<file path="src/rtl/saturation_correction_mult_pipe.sv">
// saturation_correction_mult_pipe: per-channel Ac*Jc product scaled to a rounded, clamped pixel
// through a 3-stage valid/ready pipeline, with per-channel clamp flags and a saturating clamp counter.
module saturation_correction_mult_pipe #(
  parameter int CHANNELS = 3,
  parameter int A_W      = 10,
  parameter int A_FRAC   = 7,
  parameter int J_W      = 10,
  parameter int J_FRAC   = 4,
  parameter int OUT_W    = 8,
  parameter int ROUND    = 1,
  parameter int CNT_W    = 16
) (
  input  logic                      clk,
  input  logic                      rst_n,
  input  logic                      in_valid,
  output logic                      in_ready,
  input  logic                      bypass,
  input  logic [CHANNELS*A_W-1:0]   ac_in,
  input  logic [CHANNELS*J_W-1:0]   jc_in,
  output logic                      out_valid,
  input  logic                      out_ready,
  output logic [CHANNELS*OUT_W-1:0] pix_out,
  output logic [CHANNELS-1:0]       sat_flags,
  input  logic                      sat_clr,
  output logic [CNT_W-1:0]          sat_count
);
  localparam int SH  = A_FRAC + J_FRAC;
  localparam int PW  = A_W + J_W;
  localparam int PCW = $clog2(CHANNELS + 1);
  localparam logic [PW:0] RND = (ROUND != 0) ? (PW+1)'(1) << (SH - 1) : '0;

  if (SH < 1 || OUT_W > PW - SH + 1) begin : g_illegal
    $error("saturation_correction_mult_pipe: illegal SH/OUT_W combination");
  end

  logic                      en;
  logic                      v1_q, v2_q, v3_q, byp1_q;
  logic [CHANNELS*A_W-1:0]   ac1_q;
  logic [CHANNELS*J_W-1:0]   jc1_q;
  logic [CHANNELS*PW-1:0]    p2_q, p2_d;
  logic [CHANNELS*OUT_W-1:0] pix_q, pix_d;
  logic [CHANNELS-1:0]       sat_q, sat_d;
  logic [CNT_W-1:0]          cnt_q, cnt_d;
  logic [PCW-1:0]            pop;
  logic [CNT_W:0]            sum;

  assign en        = !v3_q || out_ready;
  assign in_ready  = en;
  assign out_valid = v3_q;
  assign pix_out   = pix_q;
  assign sat_flags = sat_q;
  assign sat_count = cnt_q;

  for (genvar c = 0; c < CHANNELS; c++) begin : g_ch
    logic [A_W-1:0] a;
    logic [J_W-1:0] j;
    logic [PW:0]    r;
    assign a = ac1_q[c*A_W +: A_W];
    assign j = jc1_q[c*J_W +: J_W];
    // bypass shifts Jc by A_FRAC so both paths share the same binary point
    assign p2_d[c*PW +: PW] = byp1_q ? PW'(j) << A_FRAC : PW'(a) * PW'(j);
    assign r = ({1'b0, p2_q[c*PW +: PW]} + RND) >> SH;
    assign sat_d[c] = |r[PW:OUT_W];
    assign pix_d[c*OUT_W +: OUT_W] = sat_d[c] ? '1 : r[OUT_W-1:0];
  end

  always_comb begin
    pop = '0;
    for (int i = 0; i < CHANNELS; i++) pop = pop + PCW'(sat_q[i]);
    sum   = {1'b0, cnt_q} + (CNT_W+1)'(pop);
    cnt_d = sat_clr ? '0 : (v3_q && out_ready) ? (sum[CNT_W] ? '1 : sum[CNT_W-1:0]) : cnt_q;
  end

  always_ff @(posedge clk or negedge rst_n) begin
    if (!rst_n) begin
      v1_q   <= 1'b0;
      v2_q   <= 1'b0;
      v3_q   <= 1'b0;
      byp1_q <= 1'b0;
      ac1_q  <= '0;
      jc1_q  <= '0;
      p2_q   <= '0;
      pix_q  <= '0;
      sat_q  <= '0;
    end else if (en) begin
      v1_q   <= in_valid;
      byp1_q <= bypass;
      ac1_q  <= ac_in;
      jc1_q  <= jc_in;
      v2_q   <= v1_q;
      p2_q   <= p2_d;
      v3_q   <= v2_q;
      pix_q  <= pix_d;
      sat_q  <= sat_d;
    end
  end

  always_ff @(posedge clk or negedge rst_n) begin
    if (!rst_n) cnt_q <= '0;
    else        cnt_q <= cnt_d;
  end
endmodule

</file>
<file path="config.mk">
export PLATFORM = sky130hd
export DESIGN_NAME = saturation_correction_mult_pipe
export DESIGN_NICKNAME = d
export VERILOG_FILES = /design/src/rtl/saturation_correction_mult_pipe.sv
export SDC_FILE = /design/constraint.sdc
export NUM_CORES = 1
export LEC_CHECK = 0
export BUFFER_PORTS_ARGS = -buffer_cell sky130_fd_sc_hd__buf_4
export CORE_ASPECT_RATIO = 1.2
export CORE_UTILIZATION = 69
export CTS_BUF_LIST = sky130_fd_sc_hd__clkbuf_2 sky130_fd_sc_hd__clkbuf_4 sky130_fd_sc_hd__clkbuf_8
export DETAILED_ROUTE_END_ITERATION = 16
export HOLD_SLACK_MARGIN = 0.06
export PLACE_DENSITY = 0.9
export SLEW_MARGIN = 20
export SYNTH_ARGS = -nofsm -noshare
export SYNTH_HDL_FRONTEND = slang
export SYNTH_SLANG_ARGS = --single-unit
</file>
<file path="constraint.sdc">
create_clock -name clk -period 7.65 [get_ports clk]
set_input_delay 0.765 -clock clk [delete_from_list [all_inputs] [get_ports clk]]
set_output_delay 0.765 -clock clk [all_outputs]
set_load 0.005 [all_outputs]
</file>
; ---- Word-level counts from Yosys, hierarchy flattened
; Index checks and enable logic that the tools add are counted.
[totals]
ram_bits = 0
wordCells = 35
latch_bits = 0
out_inout_bits = 45
in_bits = 66
mem_count = 0
romBits = 0
regBits = 167
[op_classes]
n_div = 0
n_reduce_logical = 7
shift = 0
order_cmp = 0
mux = 9
addsub = 6
eq_ne = 0
bitwise_logic = 0
multipliers = 3
[op_table]
columns = operator, count
row1 = "20-bit by 11-bit adder with 21-bit output, second input constant", 3
row2 = 10-bit by 10-bit multiplier with 20-bit output, 3
row3 = 20-bit 2-to-1 mux, 3
row4 = 16-bit 2-to-1 mux, 3
row5 = 8-bit 2-to-1 mux, 3
row6 = 16-bit by 2-bit adder with 17-bit output, 1
row7 = 2-bit OR reduction, 3
row8 = 1-bit by 1-bit adder with 2-bit output, 1
row9 = 2-bit by 1-bit adder with 2-bit output, 1
row10 = 2-bit nonzero test, 1
row11 = 1-bit logical AND, 1
row12 = 1-bit zero test, 1
row13 = 1-bit logical OR, 1

; ---- Depth between registers and ports, before layout
; Gate-level depths: netlist of run 1.
[depth]
depth_word = 6
mapped_depth = 21

; ---- Worst setup path before layout of run 1
; Ideal clock, no wire load.
[synth_path]
path_type = register -> register
from = reg jc1_q[3]
to = reg p2_q[18]
setup_time_ns = 0.131
arrival_time_ns = 5.100
path_slack_ns = 2.419
n_path_buf = 1
path_stages_with_launch = 21
path_cell_list = dfrtp_1 -> clkbuf_1 -> nand2_1 -> fa_1 -> inv_1 -> fa_1 -> inv_1 -> fa_1 -> inv_1 -> fa_1 -> inv_1 -> fa_1 -> inv_1 -> ha_1 -> and3_1 -> and2_1 -> a311oi_2 -> o21ai_1 -> o41ai_2 -> xor2_1 -> o21ai_1
[synth_via]
elab_chain_cells = 2
[synth_lines]
columns = element, line
row1 = "start, declared", 39  ; logic [CHANNELS*J_W-1:0] jc1_q;
row2 = "start signal, assigned", 89  ; jc1_q <= jc_in;
row3 = 10-bit by 10-bit multiplier with 20-bit output, 61  ; assign p2_d[c*PW +: PW] = byp1_q ? PW'(j) << A_FRAC : PW'(a) * PW'(j);
row4 = 20-bit 2-to-1 mux, 61
row5 = "end signal, assigned", 91  ; p2_q <= p2_d;
row6 = "end, declared", 40  ; logic [CHANNELS*PW-1:0] p2_q, p2_d;
; Every way passes these cells.
; A chain may end at the register's enable or synchronous reset.

; ---- Worst setup path in the final report of run 1
; Same ends and word-level chain as after synthesis.

==> results.tsv, run 1 <==
stage	metric	value	unit
layout	sequential cell area	0.00343	mm2
clock_network	CTS tree	built	
worst_setup_path	kind of critical path	reg -> reg	
synthesis	Yosys top cell by area	fa_1	
synthesis	post-synthesis register bit count	137	
die	die width	138	um
clock_network	deepest clock path buffer count	2	
grt	pin count of the biggest net entering global routing	97	
placed_design	Setup WS pre-CTS	2140	ps
placed_design	DP HPWL	26500	um
route	DRT Pass-1 Iters	11	
worst_setup_path	CP max stage delay	610	ps
clock_network	clock insertion delay at the later pin of the skew report	480	ps
worst_setup_path	Arr. time, crit path	5890	ps
synthesis	synth top area cells	fa_1 24%, dfrtp_1 22%, ha_1 13%, nand2_1 8.1%, and2_1 7.6%	
synthesis	largest family of logic cells by synthesized area	adder cells	
grt	grt ovf	0	
timing	Setup Viol. Count Final	0	
clock_network	CTS resizes	0	
synthesis	Syn Area/Cell	8.88	um2
synthesis	Yosys warning total	0	
clock_network	H-Tree Depth	4	
synthesis	share of async-settable or async-resettable flops after synthesis	100	%
worst_setup_path	Required @ worst endpoint	7980	ps
run_status	status	finished, violations left	
layout	area of the multi-input gates	0.0109	mm2
layout	area grow syn2layout	8.03	%
timing	final worst-path cycle share	72.7	%
clock_network	setup repair bufs after CTS	0	
synthesis	Post-synth EDFFs	0	
timing	RSZ-0062 raised after global routing	false	
clock_network	cts hold-fix bufs	0	
route	routed len/inst	17.4	um
timing	Worst Slack Setup Final	2080	ps
clock_network	Clock transition at path regs	100	ps
die	initial core utilization	70.7	%
worst_setup_path	Worst setup EP type	flop	
job	MaxCap Viol Count	0	
synthesis	count of different cell masters after synthesis	59	
layout	filler instances	1460	
worst_setup_path	critical path launch point type	flop	
worst_setup_path	CP cell instances	nand2_1, fa_1, inv_1, fa_1, inv_1, fa_1, inv_1, fa_1, inv_1, fa_1, inv_1, ha_1, and3_1, and2_1, a311oi_2, o21ai_1, o41ai_2, xor2_1, o21ai_1	
timing	slew of the pin with the lowest slew margin	1070	ps
synthesis	Synth Area in Compound Gates	8.55	%
clock_network	Clock Sinks	137	
die	I/O pins	111	
worst_setup_path	CP max stage cell	dfrtp_1	
synthesis	Synth Instances	1734	
synthesis	synthesized area	0.0154	mm2
placed_design	Placer Congestion	0.941	
route	Routed WL	35700	um
die	core area	0.0218	mm2
grt	initial antenna violation count	0	
die	# rows	59	
route	DRC viols	8	
layout	post-layout util	76.4	%
timing	Fmax	180	MHz
worst_setup_path	crit-path max FO	12	
synthesis	mux share of post-synthesis cell area	0.195	%
timing	endpoints failing hold	0	
route	initial DRC count	692	
layout	Net count, final	2183	
timing	clk_skew	18.5	ps
layout	ant diodes	0	
route	vias per inst	5.93	
synthesis	sequential fraction of the synthesis area	22.3	%
clock_network	Root Buffer	clkbuf_8	
timing	relative slew slack	28.8	%
grt	Tot GR Track Use	33.3	%
die	die height	166	um
layout	share of layout cells above drive strength 1	9.15	%
synthesis	simple-gate portion of the synthesized area	21.6	%
grt	vias in the first global route	12848	
synthesis	Post-Syn Nets	2149	
run_status	violated checks	design-rule violations	
timing	final setup TNS	0	ps
grt	first-pass GRT wire length	60900	um
die	die footprint	0.0229	mm2
placed_design	I/O Buffers	110	
route	DR vias	12181	
timing	count of pins over their slew limit	0	
timing	post-layout min period	5570	ps
clock_network	CTS Buf Count	17	
synthesis	XOR/XNOR Fraction of Synth Area	2.79	%
synthesis	Adder-Cell Fraction of Synth Area	37.4	%
route	Post-DRT Antenna Nets	0	
synthesis	Synth top area share	24.0	%
synthesis	predominant post-synthesis flop cell	dfrtp_1	
min_path	worst hold path type	in -> async	
cells in the final DEF, fill, tap and decap left out, types with 3 or more instances in the layout:
cell      instances
inv_1           192
nor2b_1           4
and2_1          188
o211ai_1          5
or3_1             6
clkbuf_8         18
xor2_1           19
a21o_1           16
a41oi_1           3
mux2i_1           3
xnor2_1          30
a211oi_1         13
and4_1            3
a21boi_0          3
o21ai_0          43
fa_1            185
o21a_1            7
nand4_1          15
o22ai_1           3
a311oi_1          5
nor3_1           13
nor2_1           56
a31o_2            5
nand2b_1          4
and3_1           29
o21ai_1           6
inv_6             8
dfrtp_1         137
a31oi_1           4
nand3_1          25
buf_4           112
ha_1            164
a21oi_1          89
nand2_1         332
state kept, by name (all words and copies together), names as in the netlist:
register,flops
v1_q,1
out_valid,1
sat_count,16
pix_out,24
ac1_q,30
jc1_q,30
v2_q,1
byp1_q,1
p2_q,30
sat_flags,3
stage by stage:
stage | area (um2) | instances | hold WS [ps]
floorplan | 15400 | 1734 | 430
global placement | 16200 | 2023 | 446
detailed placement | 16200 | 2023 | 452
CTS | 16600 | 2055 | 404
global route | 16600 | 2055 | 451
finish | 16600 | 2055 | 377
cell usage after synthesis, types with 6 or more instances:
| cell | instances |
|---|---|
| nand2_1 | 332 |
| inv_1 | 192 |
| and2_1 | 188 |
| fa_1 | 185 |
| ha_1 | 164 |
| dfrtp_1 | 137 |
| a21oi_1 | 89 |
| clkbuf_1 | 84 |
| nor2_1 | 56 |
| o21ai_0 | 43 |
| xnor2_1 | 30 |
| and3_1 | 29 |
| nand3_1 | 25 |
| xor2_1 | 19 |
| a21o_1 | 16 |
| nand4_1 | 15 |
| a211oi_1 | 13 |
| nor3_1 | 13 |
| o21a_1 | 7 |
| buf_2 | 6 |
| o21ai_1 | 6 |
| or3_1 | 6 |
kinds of logic after synthesis:
| group | Yosys count |
|---|---|
| simple gates | 689 |
| xor+xnor | 49 |
| buf+inv | 291 |
| mux | 3 |
| flops | 137 |
| compound gates | 216 |
| fa+ha+maj | 349 |
final cells by class:
cell class	count	share of cell area, %
Sequential cell	137	20.6
Clock buffer	18	1.49
Inverter	193	4.37
Multi-Input combinational cell	1306	65.3
Clock inverter	14	1.05
Timing Repair Buffer	113	5.12
Tap cell	274	2.06
critical path: cells and delay by family (launching register included):
family,cells,cell delay [ps]
AND/OR/NAND/NOR,3,530
AO/OA/AOI/OAI,4,920
flip-flops,1,610
buffers and inverters,5,250
adder cells (fa/ha/maj),6,2910
XOR/XNOR,1,170
routing by layer:
metal  track usage [%]  part of all wire [%]  vias to the layer above
met5                 0                     0                        -
met2              58.4                    52                      417
met4              14.2                   3.5                        0
met1              41.1                    39                     6065
met3              4.86                   4.9                       97
li1                  -                     -                     5602
path summary, 6_finish.rpt:
path	slack [ps]	start	endpoint	depth (start not counted)
min in group clk	480	ac_in[27]	ac1_q[27]$_DFFE_PN0P_	3
min	380	rst_n	ac1_q[24]$_DFFE_PN0P_	1
max reg2reg	2080	jc1_q[3]$_DFFE_PN0P_	p2_q[18]$_DFFE_PN0P_	19
max	2080	jc1_q[3]$_DFFE_PN0P_	p2_q[18]$_DFFE_PN0P_	19
min reg2reg	480	v2_q$_DFFE_PN0P_	v2_q$_DFFE_PN0P_	2
max in group asynchronous	6140	rst_n	pix_out[11]$_DFFE_PN0P_	2
Power of run 1 is not shown: default switching activity piles up to over one toggle a cycle in this logic, so the estimate is an artifact.
==> run 2, diff against run 1 <==
--- a/config.mk
+++ b/config.mk
@@ -7,11 +7,11 @@
 export LEC_CHECK = 0
 export BUFFER_PORTS_ARGS = -buffer_cell sky130_fd_sc_hd__buf_4
 export CORE_ASPECT_RATIO = 1.2
-export CORE_UTILIZATION = 69
+export CORE_UTILIZATION = 64
 export CTS_BUF_LIST = sky130_fd_sc_hd__clkbuf_2 sky130_fd_sc_hd__clkbuf_4 sky130_fd_sc_hd__clkbuf_8
 export DETAILED_ROUTE_END_ITERATION = 16
 export HOLD_SLACK_MARGIN = 0.06
-export PLACE_DENSITY = 0.9
+export PLACE_DENSITY = 0.84
 export SLEW_MARGIN = 20
 export SYNTH_ARGS = -nofsm -noshare
 export SYNTH_HDL_FRONTEND = slang
==> constraint.sdc (replaced) <==
create_clock -name clk -period 5.8 [get_ports clk]
set_input_delay 0.58 -clock clk [delete_from_list [all_inputs] [get_ports clk]]
set_output_delay 0.58 -clock clk [all_outputs]
set_load 0.005 [all_outputs]
==> run 2 against run 1 <==
The run now ends clean. First-iteration DRC count up 1.7%. Non-clock buffer count up 14. Routed wire length up 1.8%. Global-route usage down 1.4 points. Highest routed layer unchanged.
==> results.tsv, run 2 (synthesis results as in run 1) <==
stage	metric	value	unit
grt	initial antenna violation count	1	
timing	count of pins over their slew limit	0	
layout	filler instances	1805	
die	die height	172	um
layout	share of layout cells above drive strength 1	9.86	%
grt	first-pass GRT wire length	60900	um
clock_network	H-Tree Depth	4	
timing	Worst Slack Setup Final	312	ps
worst_setup_path	CP max stage cell	dfrtp_1	
die	initial core utilization	65.7	%
min_path	worst hold path type	in -> async	
placed_design	Setup WS pre-CTS	338	ps
worst_setup_path	Crit path buffers/inverters	5	
route	initial DRC count	704	
timing	Fmax	182	MHz
worst_setup_path	critical path launch point type	flop	
timing	RSZ-0062 raised after global routing	false	
timing	final setup TNS	0	ps
layout	Net count, final	2197	
placed_design	I/O Buffers	110	
placed_design	Placer Congestion	0.945	
clock_network	clock insertion delay at the later pin of the skew report	470	ps
timing	slew of the pin with the lowest slew margin	940	ps
clock_network	deepest clock path buffer count	2	
layout	Largest regs	ac1_q: 30 flops, jc1_q: 30 flops, p2_q: 30 flops	
grt	Tot GR Track Use	31.9	%
timing	post-layout min period	5490	ps
die	die width	144	um
timing	Setup Viol. Count Final	0	
route	routed len/inst	17.2	um
clock_network	Root Buffer	clkbuf_8	
worst_setup_path	CP delay by family, top	adder cells	
timing	relative slew slack	36.8	%
clock_network	cts hold-fix bufs	0	
worst_setup_path	crit-path max FO	11	
worst_setup_path	R2R setup slack	310	ps
clock_network	setup repair bufs after CTS	0	
die	core area	0.0234	mm2
route	DRC viols	0	
run_status	status	completed	
route	DRT Pass-1 Iters	5	
layout	area grow syn2layout	8.95	%
clock_network	CTS Buf Count	17	
placed_design	DP HPWL	27500	um
route	Routed WL	36400	um
timing	clk_skew	5.68	ps
worst_setup_path	Arr. time, crit path	5820	ps
die	I/O pins	111	
job	MaxCap Viol Count	0	
layout	commonest non-fill, non-tap cells in the layout	332 x nand2_1, 192 x inv_1, 188 x and2_1	
route	vias per inst	5.77	
clock_network	Clock transition at path regs	90	ps
layout	post-layout util	71.6	%
die	# rows	61	
worst_setup_path	kind of critical path	reg -> reg	
grt	grt ovf	0	
clock_network	CTS tree	built	
worst_setup_path	CP cell instances	nand2_1, fa_1, inv_1, fa_1, inv_1, fa_1, inv_1, fa_1, inv_1, fa_1, inv_1, ha_1, and3_1, and2_1, a311oi_2, o21ai_1, o41ai_2, xor2_1, o21ai_1	
route	DR vias	12170	
route	Post-DRT Antenna Nets	0	
worst_setup_path	Worst setup EP type	flop	
worst_setup_path	Required @ worst endpoint	6130	ps
worst_setup_path	CP max stage delay	560	ps
clock_network	Clock Sinks	137	
layout	commonest non-fill, non-tap cell in the layout	nand2_1	
die	die footprint	0.0247	mm2
timing	final worst-path cycle share	94.6	%
grt	pin count of the biggest net entering global routing	84	
grt	vias in the first global route	12513	
timing	endpoints failing hold	0	
clock_network	CTS resizes	0	
==> run 2: cell count changes in the layout (fill, tap and decap cells not counted) <==
| cell | before | now |
|---|---|---|
| buf_4 | 112 | 126 |
| clkbuf_4 | 0 | 2 |
| clkinv_4 | 0 | 1 |
| clkinv_8 | 1 | 0 |
| clkinvlp_4 | 0 | 4 |
| diode_2 | 0 | 1 |
| inv_6 | 8 | 3 |
| inv_8 | 2 | 1 |
==> run 2: path summary, 6_finish.rpt <==
kind | startpoint | endpoint | cells after the start
worst max-delay path | ac1_q[6]$_DFFE_PN0P_ | p2_q[18]$_DFFE_PN0P_ | 19
worst min-delay path | rst_n | ac1_q[25]$_DFFE_PN0P_ | 1
worst max register to register | ac1_q[6]$_DFFE_PN0P_ | p2_q[18]$_DFFE_PN0P_ | 19
worst min register to register | v2_q$_DFFE_PN0P_ | v2_q$_DFFE_PN0P_ | 2
max in group asynchronous | rst_n | jc1_q[8]$_DFFE_PN0P_ | 2
min in group clk | jc_in[24] | jc1_q[24]$_DFFE_PN0P_ | 3
==> run 2: area by class of cell <==
cell class                 instances  area (um2)  share of cell area (%)
antenna                            1        2.50                  0.0149
clock buffer                      20         263                    1.57
clock inverter                    12         141                   0.843
inverter                         193         727                    4.33
multi-input combinational       1306       10900                    64.8
sequential                       137        3430                    20.4
tap                              315         394                    2.35
timing repair buffer             127         957                    5.71
==> run 2: per-stage QoR <==
stage | instances | hold WS (ps) | area [um2]
floorplan | 1734 | 284 | 15400
global placement | 2078 | 444 | 16400
detailed placement | 2078 | 449 | 16400
CTS | 2110 | 173 | 16800
global route | 2111 | 222 | 16800
finish | 2111 | 162 | 16800
==> run 2: layer usage <==
metal | GRT usage, % | routed length (um) | share of wire, % | vias up
met4 | 13.9 | 1400 | 3.8 | 0
met5 | 0 | 0 | 0 | -
met2 | 55.7 | 18600 | 51 | 429
li1 | - | - | - | 5624
met1 | 39.2 | 14600 | 40 | 6026
met3 | 4.98 | 1810 | 5.0 | 91
Power of run 2 is left out for the same reason.
